[config.mk]
export PLATFORM = sky130hd
export DESIGN_NAME = next_pc_unit
export DESIGN_NICKNAME = d
export VERILOG_FILES = /design/src/rtl/npc_pkg.sv /design/src/rtl/npc_btb.sv /design/src/rtl/next_pc_unit.sv
export SDC_FILE = /design/constraint.sdc
export NUM_CORES = 1
export LEC_CHECK = 0
export CAP_MARGIN = 40
export CELL_PAD_IN_SITES_DETAIL_PLACEMENT = 2
export CELL_PAD_IN_SITES_GLOBAL_PLACEMENT = 2
export CORE_ASPECT_RATIO = 0.5
export CORE_MARGIN = 4
export CORE_UTILIZATION = 23
export CTS_CLUSTER_DIAMETER = 50
export DETAILED_ROUTE_END_ITERATION = 12
export PLACE_DENSITY_LB_ADDON = 0.1
export RECOVER_POWER = 25
export SLEW_MARGIN = 20
export SYNTH_ARGS = -nofsm -noshare
export SYNTH_HDL_FRONTEND = slang
export SYNTH_SLANG_ARGS = --single-unit
[constraint.sdc]
create_clock -name clk -period 6.6 [get_ports clk]
set_input_delay 0.66 -clock clk [delete_from_list [all_inputs] [get_ports clk]]
set_output_delay 0.66 -clock clk [all_outputs]
set_load 0.01 [all_outputs]
[src/rtl/npc_pkg.sv]
// Shared definitions for the next-PC unit: branch-type encodings, reset PC default
// and the saturating-counter step used by the optional branch target buffer.
package npc_pkg;

    localparam logic [31:0] NPC_RESET_PC = 32'h0000_3000;

    typedef enum logic [2:0] {
        BR_NONE = 3'd0,
        BR_BEQ  = 3'd1,
        BR_BNE  = 3'd2,
        BR_BLEZ = 3'd3,
        BR_BGTZ = 3'd4,
        BR_BLTZ = 3'd5,
        BR_BGEZ = 3'd6,
        BR_RSVD = 3'd7
    } br_type_e;

    function automatic logic [1:0] sat_step(input logic [1:0] ctr, input logic up);
        if (up) begin
            return (ctr == 2'd3) ? ctr : ctr + 2'd1;
        end
        return (ctr == 2'd0) ? ctr : ctr - 2'd1;
    endfunction

endpackage

[src/rtl/npc_btb.sv]
// Direct-mapped branch target buffer with a 2-bit saturating counter per entry.
// Addresses arrive as word addresses (pc[31:2]); lookups always see pre-update contents.
module npc_btb
    import npc_pkg::*;
#(
    parameter int DEPTH = 16
)(
    input  logic        clk,
    input  logic        reset,
    input  logic [29:0] i_lk_word,
    output logic        o_lk_pred,
    output logic [31:0] o_lk_tgt,
    input  logic        i_up_en,
    input  logic [29:0] i_up_word,
    input  logic        i_up_taken,
    input  logic [31:0] i_up_tgt
);

    localparam int IW = $clog2(DEPTH);
    localparam int TW = 30 - IW;

    logic [DEPTH-1:0] r_valid;
    logic [TW-1:0]    r_tag [DEPTH];
    logic [31:0]      r_tgt [DEPTH];
    logic [1:0]       r_ctr [DEPTH];

    logic [IW-1:0] w_lk_idx;
    logic [IW-1:0] w_up_idx;
    logic          w_lk_hit;
    logic          w_up_hit;
    logic          w_write;

    assign w_lk_idx  = i_lk_word[IW-1:0];
    assign w_up_idx  = i_up_word[IW-1:0];
    assign w_lk_hit  = r_valid[w_lk_idx] && (r_tag[w_lk_idx] == i_lk_word[29:IW]);
    assign w_up_hit  = r_valid[w_up_idx] && (r_tag[w_up_idx] == i_up_word[29:IW]);
    assign o_lk_pred = w_lk_hit && r_ctr[w_lk_idx][1];
    assign o_lk_tgt  = r_tgt[w_lk_idx];

    // A miss that resolves not-taken leaves the table alone; everything else writes.
    assign w_write = i_up_en && (w_up_hit || i_up_taken);

    always_ff @(posedge clk) begin
        if (reset) begin
            r_valid <= '0;
        end else if (w_write) begin
            r_valid[w_up_idx] <= 1'b1;
        end
    end

    always_ff @(posedge clk) begin
        if (w_write) begin
            r_tag[w_up_idx] <= i_up_word[29:IW];
            r_tgt[w_up_idx] <= i_up_tgt;
            r_ctr[w_up_idx] <= w_up_hit ? sat_step(r_ctr[w_up_idx], i_up_taken) : 2'd2;
        end
    end

endmodule

[src/rtl/next_pc_unit.sv]
// Fetch PC register with decode-stage branch resolution and mispredict redirect.
// Define NPC_BTB_EN to build in the npc_btb predictor; otherwise fetch always predicts fall-through.
module next_pc_unit
    import npc_pkg::*;
#(
    parameter logic [31:0] RESET_PC  = NPC_RESET_PC,
    parameter int          BTB_DEPTH = 16
)(
    input  logic        clk,
    input  logic        reset,
    input  logic        stall,
    input  logic        valid_d,
    input  logic [31:0] instr_d,
    input  logic [31:0] pc_d,
    input  logic [31:0] rs_val,
    input  logic [31:0] rt_val,
    input  logic [2:0]  br_type,
    input  logic        jump,
    input  logic        jr,
    input  logic        pred_d,
    input  logic [31:0] pred_tgt_d,
    output logic [31:0] pc_f,
    output logic [31:0] pc_plus4_f,
    output logic        pred_f,
    output logic [31:0] pred_tgt_f,
    output logic        redirect,
    output logic [31:0] redirect_pc,
    output logic        flush_f
);

    logic [31:0] r_pc;
    logic [31:0] w_pc4_d;
    logic [31:0] w_br_tgt;
    logic [31:0] w_jmp_tgt;
    logic [31:0] w_target;
    logic [31:0] w_actual_next;
    logic        w_cond;
    logic        w_taken;
    logic        w_mispredict;
    logic        w_redirect;
    br_type_e    w_br;
    logic        w_unused;

    assign w_br      = br_type_e'(br_type);
    assign w_pc4_d   = pc_d + 32'd4;
    assign w_br_tgt  = w_pc4_d + {{14{instr_d[15]}}, instr_d[15:0], 2'b00};
    assign w_jmp_tgt = {w_pc4_d[31:28], instr_d[25:0], 2'b00};

    always_comb begin
        w_cond = 1'b0;
        case (w_br)
            BR_BEQ:  w_cond = (rs_val == rt_val);
            BR_BNE:  w_cond = (rs_val != rt_val);
            BR_BLEZ: w_cond = ($signed(rs_val) <= 0);
            BR_BGTZ: w_cond = ($signed(rs_val) > 0);
            BR_BLTZ: w_cond = ($signed(rs_val) < 0);
            BR_BGEZ: w_cond = ($signed(rs_val) >= 0);
            default: w_cond = 1'b0;
        endcase
    end

    assign w_target      = jr ? rs_val : (jump ? w_jmp_tgt : w_br_tgt);
    assign w_taken       = jr | jump | w_cond;
    assign w_actual_next = w_taken ? w_target : w_pc4_d;
    assign w_mispredict  = (pred_d != w_taken) | (pred_d & w_taken & (pred_tgt_d != w_target));

    // Reset and stall both mask the correction so a stalled redirect is simply re-evaluated later.
    assign w_redirect  = valid_d & ~stall & ~reset & w_mispredict;
    assign redirect    = w_redirect;
    assign flush_f     = w_redirect;
    assign redirect_pc = w_actual_next;

    assign pc_f       = r_pc;
    assign pc_plus4_f = r_pc + 32'd4;

    // Opcode bits are decoded upstream; the depth check only matters when the BTB is built in.
    assign w_unused = (^instr_d[31:26]) ^ (BTB_DEPTH < 2);

`ifdef NPC_BTB_EN
    logic        w_btb_upd;
    logic        w_lk_pred;
    logic [31:0] w_lk_tgt;

    assign w_btb_upd = valid_d & ~stall & ~reset & ~jr & ((br_type != 3'd0) | jump);

    npc_btb #(
        .DEPTH(BTB_DEPTH)
    ) u_btb (
        .clk        (clk),
        .reset      (reset),
        .i_lk_word  (r_pc[31:2]),
        .o_lk_pred  (w_lk_pred),
        .o_lk_tgt   (w_lk_tgt),
        .i_up_en    (w_btb_upd),
        .i_up_word  (pc_d[31:2]),
        .i_up_taken (w_taken),
        .i_up_tgt   (w_target)
    );

    assign pred_f     = w_lk_pred & ~reset;
    assign pred_tgt_f = pred_f ? w_lk_tgt : pc_plus4_f;
`else
    assign pred_f     = 1'b0;
    assign pred_tgt_f = pc_plus4_f;
`endif

    // pred_tgt_f already folds in the fall-through case, so it is the default next fetch.
    always_ff @(posedge clk) begin
        if (reset) begin
            r_pc <= RESET_PC;
        end else if (!stall) begin
            r_pc <= w_redirect ? w_actual_next : pred_tgt_f;
        end
    end

endmodule

; ---- Word-level counts from Yosys, hierarchy flattened
; Index checks and enable logic that the tools add are counted.
[totals]
inputBits = 170
regBits = 32
[classes]
bitwise = 10
n_addsub = 3
n_lt_le_gt_ge = 4
n_mux = 5
n_eq_ne = 10
[ops]
columns = cell, n
row1 = 2-to-1 mux 32 bit, 4
row2 = adder 32 x 3 -> 32 bit (second input constant), 2
row3 = inequality test 32 bit, 2
row4 = adder 32 bit, 1
row5 = == test 32 bit, 1
row6 = greater-or-equal comparator 32 x 1 -> 1 bit (second input constant), 1
row7 = > comparator 32 x 1 -> 1 bit (second input constant), 1
row8 = <= comparator 32 x 1 -> 1 bit (second input constant), 1
row9 = < comparator 32 x 1 -> 1 bit (second input constant), 1
row10 = == test 3 bit (second input constant), 3
row11 = == test 3 x 2 -> 1 bit (second input constant), 2
row12 = one-hot mux 1 bit (6 select lines), 1
row13 = AND 1 bit, 5
row14 = == test 3 x 1 -> 1 bit (second input constant), 1
row15 = bitwise OR 1 bit, 3
row16 = inverter 1 bit, 2
row17 = inequality test 1 bit, 1

; ---- Depth between registers and ports, before layout
; Gate-level depths: netlist of run 1.
[logic_depth]
word_depth = 9
depth_mapped = 22
mapped_depth_nobuf = 20

; ---- Least setup slack after synthesis of run 1
; Ideal clock, no wire load.
[synth_timing]
kind = input port to output port
startpoint = input rs_val[8]
endpoint = output redirect
path_slack_ns = 0.564
t_arrival_ns = 5.376
stages = 20
required_time_ns = 5.940
n_path_buf = 4
path_cell_list = xor2_1 nor4_1 nand4_1 o31a_1 a211oi_1 inv_2 clkbuf_1 ha_1 a221oi_1 o2111ai_1 or4_1 a2111o_1 nor4_1 o2111ai_1 or4_1 buf_2 nand2_2 inv_2 buf_6 buf_4
[synth_between]
elab_chain_cells = 7
[synth_rtl]
columns = item, line
row1 = start: declaration, next_pc_unit.sv:15  ; input logic [31:0] rs_val,
row2 = greater-or-equal comparator 32 x 1 -> 1 bit (tied with other cells), next_pc_unit.sv:57  ; BR_BGEZ: w_cond = ($signed(rs_val) >= 0);
row3 = one-hot mux 1 bit (6 select lines), next_pc_unit.sv:51  ; case (w_br)
row4 = bitwise OR 1 bit, next_pc_unit.sv:63  ; assign w_taken = jr | jump | w_cond;
row5 = AND 1 bit (2 in a row), next_pc_unit.sv:65  ; assign w_mispredict = (pred_d != w_taken) | (pred_d & w_taken & (pred_tgt_d != w_target));
row6 = bitwise OR 1 bit (*), next_pc_unit.sv:65
row7 = AND 1 bit (*), next_pc_unit.sv:68  ; assign w_redirect = valid_d & ~stall & ~reset & w_mispredict;
row8 = end: declaration, next_pc_unit.sv:26  ; output logic redirect,
; Every way passes the cells marked *; elsewhere a longest branch is shown, timed or not.

; ---- Worst setup path in the final report of run 1
[layout_timing]
startpoint = input pc_d[10]
endpoint = output redirect
[layout_between]
elab_chain_cells = 8
[layout_rtl]
columns = item, line
row1 = start: declaration, next_pc_unit.sv:14  ; input logic [31:0] pc_d,
row2 = adder 32 x 3 -> 32 bit (*), next_pc_unit.sv:45  ; assign w_pc4_d = pc_d + 32'd4;
row3 = adder 32 bit, next_pc_unit.sv:46  ; assign w_br_tgt = w_pc4_d + {{14{instr_d[15]}}, instr_d[15:0], 2'b00};
row4 = 2-to-1 mux 32 bit (*) (2 in a row), next_pc_unit.sv:62  ; assign w_target = jr ? rs_val : (jump ? w_jmp_tgt : w_br_tgt);
row5 = inequality test 32 bit (*), next_pc_unit.sv:65
row6 = AND 1 bit (*), next_pc_unit.sv:65
row7 = bitwise OR 1 bit (*), next_pc_unit.sv:65
row8 = AND 1 bit (*), next_pc_unit.sv:68
; Marks and branches as above.

==> metrics.log, run 1 <==
INFO  metric largest_register_ffs = 32
INFO  metric worst_ep_required_time = roughly 6 ns
INFO  metric first_pass_grt_wire_length = 73.2 mm
INFO  metric drt_first_iter_violations = 663
INFO  metric hold_path_class = reg2reg
INFO  metric synthesis.nets = between 1000 and 1500
INFO  metric globalplace.congestion = 0.914
INFO  metric fillerInstances = 3565
INFO  metric min-delay-start = pc_f[19]
INFO  metric synth-seq-area-share = about 9%
INFO  metric ioPinCount = 301
INFO  metric worstReg2RegEnd = pc_f[28]
INFO  metric synth_warnings = 0
INFO  metric classification_of_the_worst_setup_path = in2out
INFO  metric yosys.area.top_type = sky130_fd_sc_hd__dfxtp_1
INFO  metric postSynthCellCount = 1059
INFO  metric final_cell_area = ~0.013 mm^2
INFO  metric flow.area_growth_from_synthesis = 77.4%
INFO  metric status = completed
INFO  metric power_density = 123 mW/mm^2
INFO  metric dr_total_vias = approximately 11000
INFO  metric viasPerCell = between 5 and 6
INFO  metric globalRouteOverflowTotal = 0
INFO  metric critPathLaunch = pc_d[10]
INFO  metric reg2reg_launch_point = pc_f[2]
INFO  metric maximum_fanout_along_the_worst_path = 5
INFO  metric setup_violations = 0
INFO  metric synth-edff-count = 0
INFO  metric multi_input_gate_area_in_the_final_layout = 0.00646 mm^2
INFO  metric post_synth_main_area_contributors = sky130_fd_sc_hd__dfxtp_1 (8.8%), sky130_fd_sc_hd__xor2_1 (8.1%), sky130_fd_sc_hd__ha_1 (6.9%), sky130_fd_sc_hd__xnor2_1 (6.6%), sky130_fd_sc_hd__nand2_1 (5.2%)
INFO  metric seqCellArea = ~640 um^2
INFO  metric timing.final.max_slew_violations = 0
INFO  metric worst_ep_arrival_time = 5.83 ns
INFO  metric detailed_place.area = about 0.012 mm^2
INFO  metric gr-usage-all-layers = 27.6%
INFO  metric initial_core_util = about a quarter
INFO  metric post_cts_hold_buffer_count = 0
INFO  metric drive_above_1_share = 23.6%
INFO  metric maxSlewHeadroom = 40.3%
INFO  metric ys_async_sr_fraction = 0%
INFO  metric worstSkewPairLatency = 0.28 ns
INFO  metric final_period_demand_of_the_worst_path = around 6.5 ns
INFO  metric yosysUniqueCellTypes = 76
INFO  metric layout_worst_path_cycle_share = 98.4%
INFO  metric max-cap-violations = 0
INFO  metric fp.dieArea = roughly 0.035 mm^2
INFO  metric placementRows = 45
INFO  metric first_global_vias = 11400
INFO  metric worst_hold_path.num_cells = 2
INFO  metric synth_top_cell_area_share = 8.82%
INFO  metric detailedPlace.worstSlack = -0.605 ns
INFO  metric cts.path.max_buffers = 2
INFO  metric drc_errors = 0
INFO  metric final_antenna_net_count = 0
INFO  metric core = 0.0307 mm^2
INFO  metric die_w = 259 um
INFO  metric post_synth.cell_area_avg = 6.86 um^2
INFO  metric max_clock_freq = 0.154 GHz
INFO  metric floorplan.die.height = 134 um
INFO  metric cts.sink_count = 32
INFO  metric yosys_register_bits = 32
INFO  metric power.static_leakage = 5.25 nW
INFO  metric wl_per_cell = 25.8 um
INFO  metric worst_pin_slew = ~0.9 ns
INFO  metric cts.htree.levels = 2
INFO  metric worst_case_register_to_register_setup_slack = 2.87 ns
INFO  metric timing.setup.tns = 0 ns
INFO  metric setup.worst_path.start_class = input port
INFO  metric fin_nets = 1741
INFO  metric cts_inserted_buffers = 5
INFO  metric worst-r2r-cell-count = 11
INFO  metric cts.root.buffer_cell = sky130_fd_sc_hd__clkbuf_16
INFO  metric worst_clock_skew = 0.00434 ns
INFO  metric vdd.ir_drop.worst = approximately 0.08 mV
INFO  metric detail_route.first_pass.iterations = 5
INFO  metric post-dp-hpwl = 42.6 mm
INFO  metric antenna_found_initial = 9
INFO  metric clkSlewWorstSetupHoldPaths = around 0.050 ns
INFO  metric hold_viol_final = 0
INFO  metric final.hold.worst_slack = between 0.5 and 0.6 ns
INFO  metric grt_start_max_net_pins = 48
INFO  metric port_buffers = 293
INFO  metric syn-cell-area = 0.00727 mm^2
INFO  metric setup.worst_path.end_class = output port
INFO  metric top_ff_cell_synth = sky130_fd_sc_hd__dfxtp_1
INFO  metric setup_ws = 0.106 ns
INFO  metric cts_tree = done
INFO  metric detail_route.wirelength = just over 50 mm
INFO  metric hold_path_end = pc_f[19]
[cells in the final DEF, fill, tap and decap left out, types with 18 or more instances in the layout]
cell type	netlist	final
sky130_fd_sc_hd__nor3_1	38	34
sky130_fd_sc_hd__buf_4	36	255
sky130_fd_sc_hd__o21ai_0	43	39
sky130_fd_sc_hd__xnor2_1	55	51
sky130_fd_sc_hd__nand2_1	101	100
sky130_fd_sc_hd__a31oi_1	21	18
sky130_fd_sc_hd__xor2_1	67	64
sky130_fd_sc_hd__inv_1	40	38
sky130_fd_sc_hd__nor4_1	24	20
sky130_fd_sc_hd__nand3_1	57	56
sky130_fd_sc_hd__nand4_1	27	27
sky130_fd_sc_hd__clkdlybuf4s50_1	0	248
sky130_fd_sc_hd__dlygate4sd3_1	0	40
sky130_fd_sc_hd__dfxtp_1	32	32
sky130_fd_sc_hd__o22ai_1	35	35
sky130_fd_sc_hd__nor2_1	71	69
sky130_fd_sc_hd__a21oi_1	57	51
sky130_fd_sc_hd__ha_1	40	31
[routing by layer]
metal	global-route usage, %	routed length, um	up-vias	share of wire (%)
li1	-	-	4852	-
met1	36.0	22400	5314	44
met2	48.5	24800	276	49
met3	3.49	2260	65	4.5
met4	6.97	1230	2	2.4
met5	0	13	-	0.026
[worst max path at each step]
stage                to  slack [ns]  cells past startpoint
3_5_place_dp    flush_f       -0.60                     22
5_1_grt        redirect       -0.04                     22
3_3_place_gp    flush_f       -0.44                     19
6_report       redirect        0.11                     22
2_1_floorplan  redirect        0.56                     20
4_1_cts         flush_f        0.09                     25
[where the power goes]
part           switching (mW)  leakage (nW)  total [mW]  internal (mW)
combinational           0.576          4.91        1.12          0.540
sequential             0.0252         0.262       0.233          0.208
clock                  0.0860        0.0712       0.237          0.150
[cell families after synthesis]
kind of cell,share of synthesized area (%)
other cells,0.0516
mux,3.53
compound gates,27.8
simple gates,28.6
xor+xnor,15.0
flops,8.82
buf+inv,9.00
fa+ha+maj,7.16
[final cells by class]
cell class | count | share of cell area (%)
Antenna cell | 8 | 0.155
Clock buffer | 8 | 1.14
Inverter | 42 | 1.22
Multi-Input combinational cell | 895 | 50.1
Sequential cell | 32 | 4.97
Tap cell | 423 | 4.11
Timing Repair Buffer | 554 | 38.3
[critical path: stages]
cell and delay [ns]:
sky130_fd_sc_hd__clkdlybuf4s50_1 0.49, sky130_fd_sc_hd__nand4_1 0.20, sky130_fd_sc_hd__buf_4 0.23, sky130_fd_sc_hd__nor2_2 0.18
sky130_fd_sc_hd__and2_1 0.17, sky130_fd_sc_hd__xnor2_1 0.12, sky130_fd_sc_hd__inv_1 0.18, sky130_fd_sc_hd__ha_4 0.35
sky130_fd_sc_hd__nand2_1 0.14, sky130_fd_sc_hd__nor3_2 0.24, sky130_fd_sc_hd__nand4b_1 0.23, sky130_fd_sc_hd__buf_4 0.22
sky130_fd_sc_hd__and3_4 0.16, sky130_fd_sc_hd__o31a_1 0.33, sky130_fd_sc_hd__xor2_2 0.18, sky130_fd_sc_hd__o211ai_1 0.25
sky130_fd_sc_hd__o2111a_1 0.30, sky130_fd_sc_hd__o2111ai_4 0.15, sky130_fd_sc_hd__or4_4 0.60, sky130_fd_sc_hd__nand2_4 0.10
sky130_fd_sc_hd__inv_2 0.05, sky130_fd_sc_hd__dlygate4sd2_1 0.28
[cell usage after synthesis (all sizes together), types with 7 or more instances]
cell type / instances
xor2: 67
a211oi: 12
nand4: 27
nand2: 102
a2111oi: 10
and2: 16
a21oi: 57
nor3: 38
o21ai: 43
xnor2: 55
nor4: 24
and3: 20
o211ai: 12
dfxtp: 32
clkbuf: 42
nor2: 71
mux2: 8
o2111ai: 9
o21bai: 8
a31oi: 21
nor2b: 10
o221ai: 8
buf: 48
o22ai: 35
ha: 40
nand3: 57
inv: 42
a21o: 15
or3: 7
nand2b: 12
mux2i: 15
o21a: 10
[through the flow]
stage	std cells	utilization [%]	power, mW
after floorplan	1059	-	0.662
after global placement	1937	39.6	1.26
after detailed placement	1938	39.6	1.29
after CTS	1948	40.9	1.56
after global routing	1962	41.9	1.67
final	1962	41.9	1.58
[repair_timing]
item,CTS,global route
setup endpoints to repair,4,3
pin swaps,14,22
resized for setup,54,45
setup buffers,2,6
(Power assumes the default switching activity.)
==> run 2: changes to the inputs <==
Settings changed: CORE_UTILIZATION 23 to 25, SETUP_SLACK_MARGIN set to 0.1.
Clock period 6.6 ns to 7.9 ns, I/O delays scaled along.
==> run 2 against run 1 <==
Against the previous run:
- routed wire length decreased by 11%
- sequential cell count unchanged
- clock skew is 0.00077 ns lower
- critical path type unchanged
- sequential share of layout area grew 1.0 points
- register-to-register slack better by 1.3 ns
- global-route usage down 1.3 points
- non-clock buffer count is 223 lower
- highest routed layer is now met4
==> metrics.log, run 2 (same netlist as run 1, synthesis figures left out) <==
INFO  metric drt_first_iter_violations = a little under 700
INFO  metric drive_above_1_share = approximately 6.3%
INFO  metric final_antenna_net_count = 0
INFO  metric first_pass_grt_wire_length = 64.7 mm
INFO  metric cts.path.max_buffers = 2
INFO  metric detailedPlace.worstSlack = 0.278 ns
INFO  metric max-cap-violations = 0
INFO  metric timing.final.max_slew_violations = 0
INFO  metric first_global_vias = roughly 9800
INFO  metric clkSlewWorstSetupHoldPaths = 0.05 ns
INFO  metric detail_route.first_pass.iterations = 5
INFO  metric layout_commonest_cell = sky130_fd_sc_hd__clkdlybuf4s50_1
INFO  metric drc_errors = 0
INFO  metric power_density = approximately 110 mW/mm^2
INFO  metric timing.setup.tns = 0 ns
INFO  metric flow.area_growth_from_synthesis = 47.0%
INFO  metric largest_register_ffs = 32
INFO  metric setup_violations = 0
INFO  metric post_cts_hold_buffer_count = 0
INFO  metric reg2reg_launch_point = pc_f[2]
INFO  metric cp_cell_sequence = clkdlybuf4s50_1, nand4_1, nor3_2, nand2_1, nor2_1, xor2_1, ha_1, nand3_1, a21boi_0, o311ai_0, buf_4, nand3_1, mux2i_1, o32ai_1, a2111oi_0, o2111ai_1, or4_4, nand2_2, inv_2, clkdlybuf4s50_1
INFO  metric fin_total_pwr = 1.14 mW
INFO  metric layout_worst_path_cycle_share = 95.8%
INFO  metric worst_hold_path.num_cells = 2
INFO  metric detail_route.wirelength = 44.9 mm
INFO  metric dr_total_vias = 9531
INFO  metric fin_cells = between 1500 and 2000
INFO  metric globalplace.congestion = 0.984
INFO  metric cts.htree.levels = 2
INFO  metric min-delay-start = pc_f[29]
INFO  metric worstReg2RegEnd = pc_f[28]
INFO  metric initial_core_util = 25.8%
INFO  metric maximum_fanout_along_the_worst_path = 8
INFO  metric antenna_found_initial = 2
INFO  metric classification_of_the_worst_setup_path = in2out
INFO  metric worst_ep_arrival_time = roughly 6.8 ns
INFO  metric viasPerCell = roughly 5.6
INFO  metric max_clock_freq = 0.132 GHz
INFO  metric fin_nets = 1518
INFO  metric worst_path_largest_cell_delay = about 0.64 ns
INFO  metric setup.worst_path.start_class = input port
INFO  metric final.hold.worst_slack = 0.529 ns
INFO  metric final_cell_area = between 0.01 and 0.015 mm^2
INFO  metric worst_case_register_to_register_setup_slack = 4.20 ns
INFO  metric placementRows = 43
INFO  metric worst_pin_slew = 0.867 ns
INFO  metric setup.worst_path.end_class = output port
INFO  metric core = approximately 0.028 mm^2
INFO  metric status = completed
INFO  metric worst_clock_skew = 0.00357 ns
INFO  metric setup_ws = 0.333 ns
INFO  metric grt_setup_unrepaired = false
INFO  metric worst_ep_required_time = around 7.1 ns
INFO  metric grt_use_met1 = 35.8%
INFO  metric ioPinCount = 301
INFO  metric cts.sink_count = 32
INFO  metric power.static_leakage = 4.06 nW
INFO  metric final_period_demand_of_the_worst_path = 7.57 ns
INFO  metric finish.utilization = roughly 38%
INFO  metric gr-usage-all-layers = 26.3%
INFO  metric die_w = 249 um
INFO  metric hold_path_end = pc_f[29]
INFO  metric grt_start_max_net_pins = between 40 and 50
INFO  metric port_buffers = approximately 290
INFO  metric cts_tree = done
INFO  metric cts.root.buffer_cell = sky130_fd_sc_hd__clkbuf_16
INFO  metric globalRouteOverflowTotal = 0
INFO  metric grtUsageMet3 = 3.29%
INFO  metric worstSkewPairLatency = 0.28 ns
INFO  metric post-dp-hpwl = ~38 mm
INFO  metric hold_path_class = reg2reg
INFO  metric slowest_stage_cell_crit_path = sky130_fd_sc_hd__or4_4
INFO  metric wl_per_cell = 26.6 um
INFO  metric detailed_place.area = 0.0105 mm^2
INFO  metric fp.dieArea = between 0.03 and 0.04 mm^2
INFO  metric worst-r2r-cell-count = 11
INFO  metric vdd.ir_drop.worst = between 0.06 and 0.07 mV
INFO  metric floorplan.die.height = 129 um
INFO  metric hold_viol_final = 0
INFO  metric mostFrequentLayoutCells = sky130_fd_sc_hd__clkdlybuf4s50_1 (253), sky130_fd_sc_hd__nand2_1 (101), sky130_fd_sc_hd__nor2_1 (71), sky130_fd_sc_hd__xor2_1 (65), sky130_fd_sc_hd__nand3_1 (57)
INFO  metric cts_inserted_buffers = 5
INFO  metric globalRouteMet2Util = a little under half
INFO  metric busiest_layer = met2
INFO  metric dpl_cells = about 1700
INFO  metric maxSlewHeadroom = 41.6%
run 2: per-layer routing:
layer | wire [um] | vias to the layer above
met5 | 0 | -
met4 | 763 | 0
met3 | 2290 | 34
met2 | 21400 | 247
met1 | 20500 | 4847
li1 | - | 4403
run 2: worst max path at each step:
| stage | start | endpoint | slack, ns |
|---|---|---|---|
| finish | pc_d[12] | flush_f | 0.33 |
| global route | pc_d[10] | flush_f | 0.11 |
| detailed placement | pc_d[4] | flush_f | 0.28 |
| global placement | pc_d[4] | flush_f | 0.43 |
| floorplan | rs_val[8] | redirect | 1.60 |
| CTS | pc_d[4] | flush_f | 0.27 |
run 2: final cells by class:
| type | count | area (um^2) |
|---|---|---|
| Multi-Input combinational cell | 895 | 6040 |
| Timing Repair Buffer | 331 | 3220 |
| Fill cell | 3271 | 17500 |
| Antenna cell | 2 | 5.00 |
| Sequential cell | 32 | 641 |
| Clock buffer | 8 | 146 |
| Inverter | 42 | 158 |
| Tap cell | 382 | 478 |
run 2: timing repair:
action,in CTS,in global routing
buffers inserted,0,2
gates resized for setup,0,11
hold endpoints to repair,0,0
setup endpoints to repair,0,2
run 2: worst max-delay path, delay by kind of cell:
kind | cells | cell delay [ns]
simple gates | 8 | 1.94
compound gates | 5 | 1.44
buf+inv | 4 | 1.29
xor+xnor | 1 | 0.54
fa+ha+maj | 1 | 0.48
mux | 1 | 0.31
run 2: report_power, final:
group / internal [mW] / leakage, nW / switching [mW]
Clock: 0.126 / 0.0712 / 0.0701
Sequential: 0.174 / 0.262 / 0.0207
Combinational: 0.332 / 3.73 / 0.417
Total: 0.631 / 4.06 / 0.507
